<file path="src/rtl/pass_entry_pkg.sv">
// rtl/pass_entry_pkg.sv - shared types and codes for the pass_entry front end
package pass_entry_pkg;

    localparam int CODE_W = 4;

    typedef enum logic [2:0] {
        ENT_IDLE   = 3'b000,
        ENT_ENTRY  = 3'b001,
        ENT_WAIT   = 3'b010,
        ENT_ENTRY2 = 3'b011,
        ENT_DONE   = 3'b100,
        ENT_LOCK   = 3'b101
    } ent_state_t;

    localparam logic [2:0] ST_REQUEST = 3'b101;
    localparam logic [2:0] ST_TRAP    = 3'b111;
    localparam logic [2:0] ST_SAVE    = 3'b110;

    typedef enum logic [2:0] {
        KEY_NONE,
        KEY_START,
        KEY_BIT0,
        KEY_BIT1,
        KEY_ENTER,
        KEY_CANCEL
    } key_t;

    // Only one press acts per cycle; cancel beats everything, start loses to all.
    function automatic key_t key_win(input logic cancel, input logic enter,
                                     input logic bit1, input logic bit0,
                                     input logic start);
        if (cancel) return KEY_CANCEL;
        if (enter)  return KEY_ENTER;
        if (bit1)   return KEY_BIT1;
        if (bit0)   return KEY_BIT0;
        if (start)  return KEY_START;
        return KEY_NONE;
    endfunction

endpackage

</file>
<file path="src/rtl/pass_entry_key_debounce.sv">
// rtl/pass_entry_key_debounce.sv - button synchroniser, debouncer and press pulse
module key_debounce #(
    parameter int DEB_CYCLES = 4
) (
    input  logic clk,
    input  logic rst,
    input  logic key_i,
    output logic press_o
);

    localparam int CW = $clog2(DEB_CYCLES + 1);

    logic          s1_q, s2_q;
    logic          level_q, level_d;
    logic          prev_q, press_q;
    logic [CW-1:0] cnt_q, cnt_d;

    // Level flips only after DEB_CYCLES consecutive cycles of disagreement.
    always_comb begin
        level_d = level_q;
        cnt_d   = '0;
        if (s2_q != level_q) begin
            if (cnt_q == CW'(DEB_CYCLES - 1)) begin
                level_d = s2_q;
            end else begin
                cnt_d = cnt_q + 1'b1;
            end
        end
    end

    always_ff @(posedge clk) begin
        if (rst) begin
            s1_q    <= 1'b0;
            s2_q    <= 1'b0;
            level_q <= 1'b0;
            cnt_q   <= '0;
            prev_q  <= 1'b0;
            press_q <= 1'b0;
        end else begin
            s1_q    <= key_i;
            s2_q    <= s1_q;
            level_q <= level_d;
            cnt_q   <= cnt_d;
            prev_q  <= level_q;
            press_q <= level_q & ~prev_q;
        end
    end

    assign press_o = press_q;

endmodule

</file>
<file path="src/rtl/pass_entry.sv">
// rtl/pass_entry.sv - button-driven code entry front end for the lock FSM
module pass_entry
    import pass_entry_pkg::*;
#(
    parameter int DEB_CYCLES  = 4,
    parameter int LOCK_CYCLES = 16,
    parameter int MAX_FAIL    = 3,
    parameter int WAIT_TMO    = 8
) (
    input  logic        clk,
    input  logic        rst,
    input  logic        key_start,
    input  logic        key_bit0,
    input  logic        key_bit1,
    input  logic        key_enter,
    input  logic        key_cancel,
    input  logic [2:0]  fsm_state,
    output logic        rqst,
    output logic        confirm,
    output logic [3:0]  pass_data,
    output logic [2:0]  bit_cnt,
    output logic        locked,
    output logic        err,
    output logic [2:0]  ent_state
);

    localparam int LW = $clog2(LOCK_CYCLES + 1);
    localparam int TW = $clog2(WAIT_TMO + 1);
    localparam int FW = $clog2(MAX_FAIL + 1);

    logic p_start, p_bit0, p_bit1, p_enter, p_cancel;
    key_t win;

    key_debounce #(.DEB_CYCLES(DEB_CYCLES)) u_deb_start  (.clk(clk), .rst(rst), .key_i(key_start),  .press_o(p_start));
    key_debounce #(.DEB_CYCLES(DEB_CYCLES)) u_deb_bit0   (.clk(clk), .rst(rst), .key_i(key_bit0),   .press_o(p_bit0));
    key_debounce #(.DEB_CYCLES(DEB_CYCLES)) u_deb_bit1   (.clk(clk), .rst(rst), .key_i(key_bit1),   .press_o(p_bit1));
    key_debounce #(.DEB_CYCLES(DEB_CYCLES)) u_deb_enter  (.clk(clk), .rst(rst), .key_i(key_enter),  .press_o(p_enter));
    key_debounce #(.DEB_CYCLES(DEB_CYCLES)) u_deb_cancel (.clk(clk), .rst(rst), .key_i(key_cancel), .press_o(p_cancel));

    assign win = key_win(p_cancel, p_enter, p_bit1, p_bit0, p_start);

    ent_state_t        state_q, state_d;
    logic [CODE_W-1:0] sr_q, sr_d, pass_q, pass_d;
    logic [2:0]        cnt_q, cnt_d;
    logic [FW-1:0]     fail_q, fail_d;
    logic [LW-1:0]     lock_q, lock_d;
    logic [TW-1:0]     tmo_q, tmo_d;
    logic              confirm_q, confirm_d, err_q, err_d;
    logic              rqst_q, rqst_d, locked_q, locked_d;

    always_comb begin
        state_d   = state_q;
        sr_d      = sr_q;
        cnt_d     = cnt_q;
        pass_d    = pass_q;
        fail_d    = fail_q;
        lock_d    = '0;
        tmo_d     = '0;
        confirm_d = 1'b0;
        err_d     = 1'b0;
        case (state_q)
            ENT_IDLE: begin
                if (win == KEY_START) begin
                    state_d = ENT_ENTRY;
                    sr_d    = '0;
                    cnt_d   = '0;
                end
            end
            ENT_ENTRY, ENT_ENTRY2: begin
                case (win)
                    KEY_CANCEL: state_d = ENT_IDLE;
                    KEY_BIT0, KEY_BIT1: begin
                        if (cnt_q < 3'(CODE_W)) begin
                            sr_d  = {sr_q[CODE_W-2:0], win == KEY_BIT1};
                            cnt_d = cnt_q + 3'd1;
                        end else begin
                            err_d = 1'b1;
                        end
                    end
                    KEY_ENTER: begin
                        if (cnt_q == 3'(CODE_W)) begin
                            pass_d    = sr_q;
                            confirm_d = 1'b1;
                            state_d   = (state_q == ENT_ENTRY) ? ENT_WAIT : ENT_DONE;
                        end else begin
                            err_d = 1'b1;
                        end
                    end
                    default: ;
                endcase
            end
            ENT_WAIT: begin
                tmo_d = tmo_q + 1'b1;
                // First WAIT cycle is the confirm cycle; downstream answers from the next one.
                if (win == KEY_CANCEL) begin
                    state_d = ENT_IDLE;
                end else if (tmo_q != '0 && fsm_state == ST_REQUEST) begin
                    fail_d  = '0;
                    sr_d    = '0;
                    cnt_d   = '0;
                    state_d = ENT_ENTRY2;
                end else if (tmo_q != '0 && fsm_state == ST_TRAP) begin
                    fail_d  = (fail_q == FW'(MAX_FAIL)) ? fail_q : fail_q + 1'b1;
                    state_d = (fail_d == FW'(MAX_FAIL)) ? ENT_LOCK : ENT_IDLE;
                end else if (tmo_q == TW'(WAIT_TMO)) begin
                    err_d   = 1'b1;
                    state_d = ENT_IDLE;
                end
            end
            ENT_DONE: begin
                if (win == KEY_CANCEL) state_d = ENT_IDLE;
            end
            ENT_LOCK: begin
                lock_d = lock_q + 1'b1;
                if (lock_q == LW'(LOCK_CYCLES - 1)) begin
                    lock_d  = '0;
                    fail_d  = '0;
                    state_d = ENT_IDLE;
                end
            end
            default: state_d = ENT_IDLE;
        endcase
        rqst_d   = (state_d == ENT_ENTRY) || (state_d == ENT_WAIT) ||
                   (state_d == ENT_ENTRY2) || (state_d == ENT_DONE);
        locked_d = (state_d == ENT_LOCK);
    end

    always_ff @(posedge clk) begin
        if (rst) begin
            state_q   <= ENT_IDLE;
            sr_q      <= '0;
            cnt_q     <= '0;
            pass_q    <= '0;
            fail_q    <= '0;
            lock_q    <= '0;
            tmo_q     <= '0;
            confirm_q <= 1'b0;
            err_q     <= 1'b0;
            rqst_q    <= 1'b0;
            locked_q  <= 1'b0;
        end else begin
            state_q   <= state_d;
            sr_q      <= sr_d;
            cnt_q     <= cnt_d;
            pass_q    <= pass_d;
            fail_q    <= fail_d;
            lock_q    <= lock_d;
            tmo_q     <= tmo_d;
            confirm_q <= confirm_d;
            err_q     <= err_d;
            rqst_q    <= rqst_d;
            locked_q  <= locked_d;
        end
    end

    assign rqst      = rqst_q;
    assign confirm   = confirm_q;
    assign pass_data = pass_q;
    assign bit_cnt   = cnt_q;
    assign locked    = locked_q;
    assign err       = err_q;
    assign ent_state = state_q;

endmodule

</file>
<file path="config.mk">
export PLATFORM = sky130hd
export DESIGN_NAME = pass_entry
export DESIGN_NICKNAME = d
export VERILOG_FILES = /design/src/rtl/pass_entry_pkg.sv /design/src/rtl/pass_entry_key_debounce.sv /design/src/rtl/pass_entry.sv
export SDC_FILE = /design/constraint.sdc
export NUM_CORES = 1
export LEC_CHECK = 0
export CORE_ASPECT_RATIO = 1.1
export CORE_MARGIN = 1
export CORE_UTILIZATION = 60
export CTS_CLUSTER_SIZE = 24
export DETAILED_ROUTE_END_ITERATION = 7
export PLACE_DENSITY = 0.83
export SLEW_MARGIN = 20
export SYNTH_ARGS = -nofsm -noshare
export SYNTH_HDL_FRONTEND = slang
export SYNTH_SLANG_ARGS = --single-unit
</file>
<file path="constraint.sdc">
create_clock -name clk -period 4.95 [get_ports clk]
set_input_delay 0.7425 -clock clk [delete_from_list [all_inputs] [get_ports clk]]
set_output_delay 0.7425 -clock clk [all_outputs]
set_load 0.02 [all_outputs]
</file>
==> impl_metrics.tcl <==
set metrics [dict create \
    seq_area_frac_synth_pct 51.2 \
    worstPathBufferInverterCount 1 \
    die_h_um 72.4 \
    synth_seq_cells 69 \
    routedWlPerCell_um 12.4 \
    cp_max_fo 11 \
    synthesis.area_um2 2700 \
    viasPerCell 5.34 \
    gp_congestion 0.826 \
    slew_headroom_pct 54.7 \
    critPathRequiredTime_ps 4210 \
    n_antenna_cell 0 \
    totalWireLength_mm 4.46 \
    netlist_instances 277 \
    grt_pass1_vias 1834 \
    vias 1928 \
    reg2reg_slack_ps 2670 \
    critPathTopFamily "buffers and inverters" \
    hold_start "u_deb_bit0.prev_q" \
    area_growth_pct 17.8 \
    drc 0 \
    setup_tns_ps 0 \
    reg2reg_from "ent_state[0]" \
    fp.dieW_um 66.0 \
    cts_buffers 9 \
    cp-end-kind "output pin" \
    powerDensity_nw_per_um2 343 \
    dp_hpwl_mm 3.01 \
    grt_overflow 0 \
    layout_commonest_cell "dfxtp_1" \
    finalHoldViolCount 0 \
    ios 24 \
    critPathSlowestCell "clkdlybuf4s50_1" \
    clock_latency_ps 340 \
    finalCriticalPeriod_ps 2320 \
    grt_pass1_wl_mm 7.68 \
    rsz0062_at_grt "no" \
    avgSynthCellArea_um2 9.75 \
    fin_crit_sh_pct 46.8 \
    ir_drop_mv 0.221 \
    clk_pin_slew_ps 70 \
    power.leakage_nw 1.17 \
    synth_fp_nets 303 \
    finalSetupViolCount 0 \
    maxCapViolCount 0 \
    postCtsSetupBuffers 0 \
    cts_tree "built" \
    grt_use_total_pct 21.6 \
    outcome "complete, no violations" \
    final_cell_mix "dfxtp_1, nor2_1, nor2b_1, clkdlybuf4s50_1, inv_1" \
    crit_chain "clkdlybuf4s50_1" \
    clock_skew_ps 8.41 \
    antenna_found_initial 0 \
    dieArea_um2 4770 \
    cts_root_buf "clkbuf_8" \
    crit_type "reg2out" \
    layout-drive-gt1-share_pct 7.49 \
    ys_warn_count 0 \
    post_cts_resized 0 \
    ctsHtreeMaxLevel 3 \
    critPathMaxStageDelay_ps 680 \
    startpoint_type "register" \
    fin_nets 328 \
    cp.arrival_ps 1580 \
    row_count 25 \
    cts_buffer_depth 2 \
    startpoint "ent_state[0]" \
    worst_pin_slew_ps 676 \
    cts_hold_buf 0 \
    grt_max_degree 39 \
    drtIter0Drc 57 \
    drt_pass1_iterations 4 \
    timing.fmax_mhz 431 \
    layoutNonFillerInstCount 361 \
    antenna_left 0 \
    hold_class "reg2reg" \
    initial_core_util_pct 62.6 \
    dp_cells 345 \
    coreArea_um2 4320 \
    portBuffers 23 \
    clock-sinks 69 \
    ys_types 40 \
    slew_violations 0 \
]
[path summary, 6_finish.rpt]
check | end | depth (start not counted)
worst max-delay path | ent_state[0] | 1
worst min register to register | u_deb_bit0.press_o | 1
worst min-delay path | u_deb_bit0.press_o | 1
worst max register to register | sr_q[0] | 5
[metal layers]
layer  vias up  part of all wire, %  track usage, %
li1        978                    -               -
met4         0                  1.7            9.93
met2        49                   47            34.6
met1       891                   46            25.1
met5         -                    0               0
met3        10                  5.3            8.65
[state kept, by name, summed over array words and instances (netlist names), 2 cells and up]
register            flops
bit_cnt                 3
ent_state               3
fail_q                  2
lock_q                  5
pass_data               4
sr_q                    4
tmo_q                   4
u_deb_bit0.cnt_q        3
u_deb_bit1.cnt_q        3
u_deb_cancel.cnt_q      3
u_deb_enter.cnt_q       3
u_deb_start.cnt_q       3
[logic make-up after synthesis]
group	count (synthesis)	share of synthesized area, %
buffers and inverters	29	4.68
muxes	6	2.22
adders and majority gates	16	7.41
xor gates and xnor gates	10	3.24
AOI/OAI and AO/OA	33	7.09
and+or+nand+nor	114	24.2
DFF	69	51.2
[Yosys cell counts]
cell type   n  share of area (%)
nand2b_1    1               0.23
nor2b_1    23                5.3
a211oi_1    2               0.56
nor3b_1     4                1.1
and3_1      3               0.70
nor3_1      3               0.56
a41o_1      1               0.37
nand4_1     1               0.23
nand2_1    17                2.4
a21oi_2     1               0.32
or4_4       1               0.42
xor2_1      2               0.65
buf_2       2               0.37
inv_1      19                2.6
and2_1      1               0.23
or3b_1      2               0.65
buf_6       2               0.83
o22ai_1     1               0.23
mux2i_1     6                2.2
or4b_2      1               0.37
or4b_1      1               0.37
a311oi_1    1               0.32
a2111oi_0   1               0.32
o21ai_0     8                1.5
a21oi_1    11                2.0
nor4_4      2                1.6
nand3_1     4               0.74
nand3b_1    7                1.9
a32oi_1     1               0.32
nor2_1     33                4.6
or3_1       6                1.4
clkbuf_1    5               0.70
nor4_1      1               0.23
ha_1       16                7.4
o21ai_1     6                1.1
nor4b_1     2               0.65
or4b_4      1               0.51
xnor2_1     8                2.6
buf_1       1               0.14
dfxtp_1    69                 51
[final cells by class]
type                    instances  area (um^2)
inverters                      19         71.3
clock buffers                  12          155
multi-input cells             179         1200
repair buffers                 24          238
fillers                       328         1140
flip-flops and latches         69         1380
well taps                      54         67.6
clock inverters                 4         70.1
[through the flow]
stage | utilization (%) | power [W] | hold WS [ps] | instance area, um^2 | setup WS (ps)
floorplan | - | 0.000587 | 367 | 2700 | 2880
global placement | 68.3 | 0.000596 | 372 | 2950 | 2230
detailed placement | 68.3 | 0.000597 | 376 | 2950 | 2130
CTS | 73.6 | 0.00110 | 391 | 3180 | 2380
global route | 73.7 | 0.00113 | 401 | 3180 | 2490
finish | 73.7 | 0.00109 | 383 | 3180 | 2630
[power breakdown]
| group | total, W | switching [W] | internal [W] |
|---|---|---|---|
| Sequential | 0.000562 | 0.00000210 | 0.000560 |
| Clock | 0.000505 | 0.000196 | 0.000310 |
| Combinational | 0.0000224 | 0.0000106 | 0.0000118 |
| Total | 0.00109 | 0.000208 | 0.000881 |
Power figures use the tool's default switching activity.
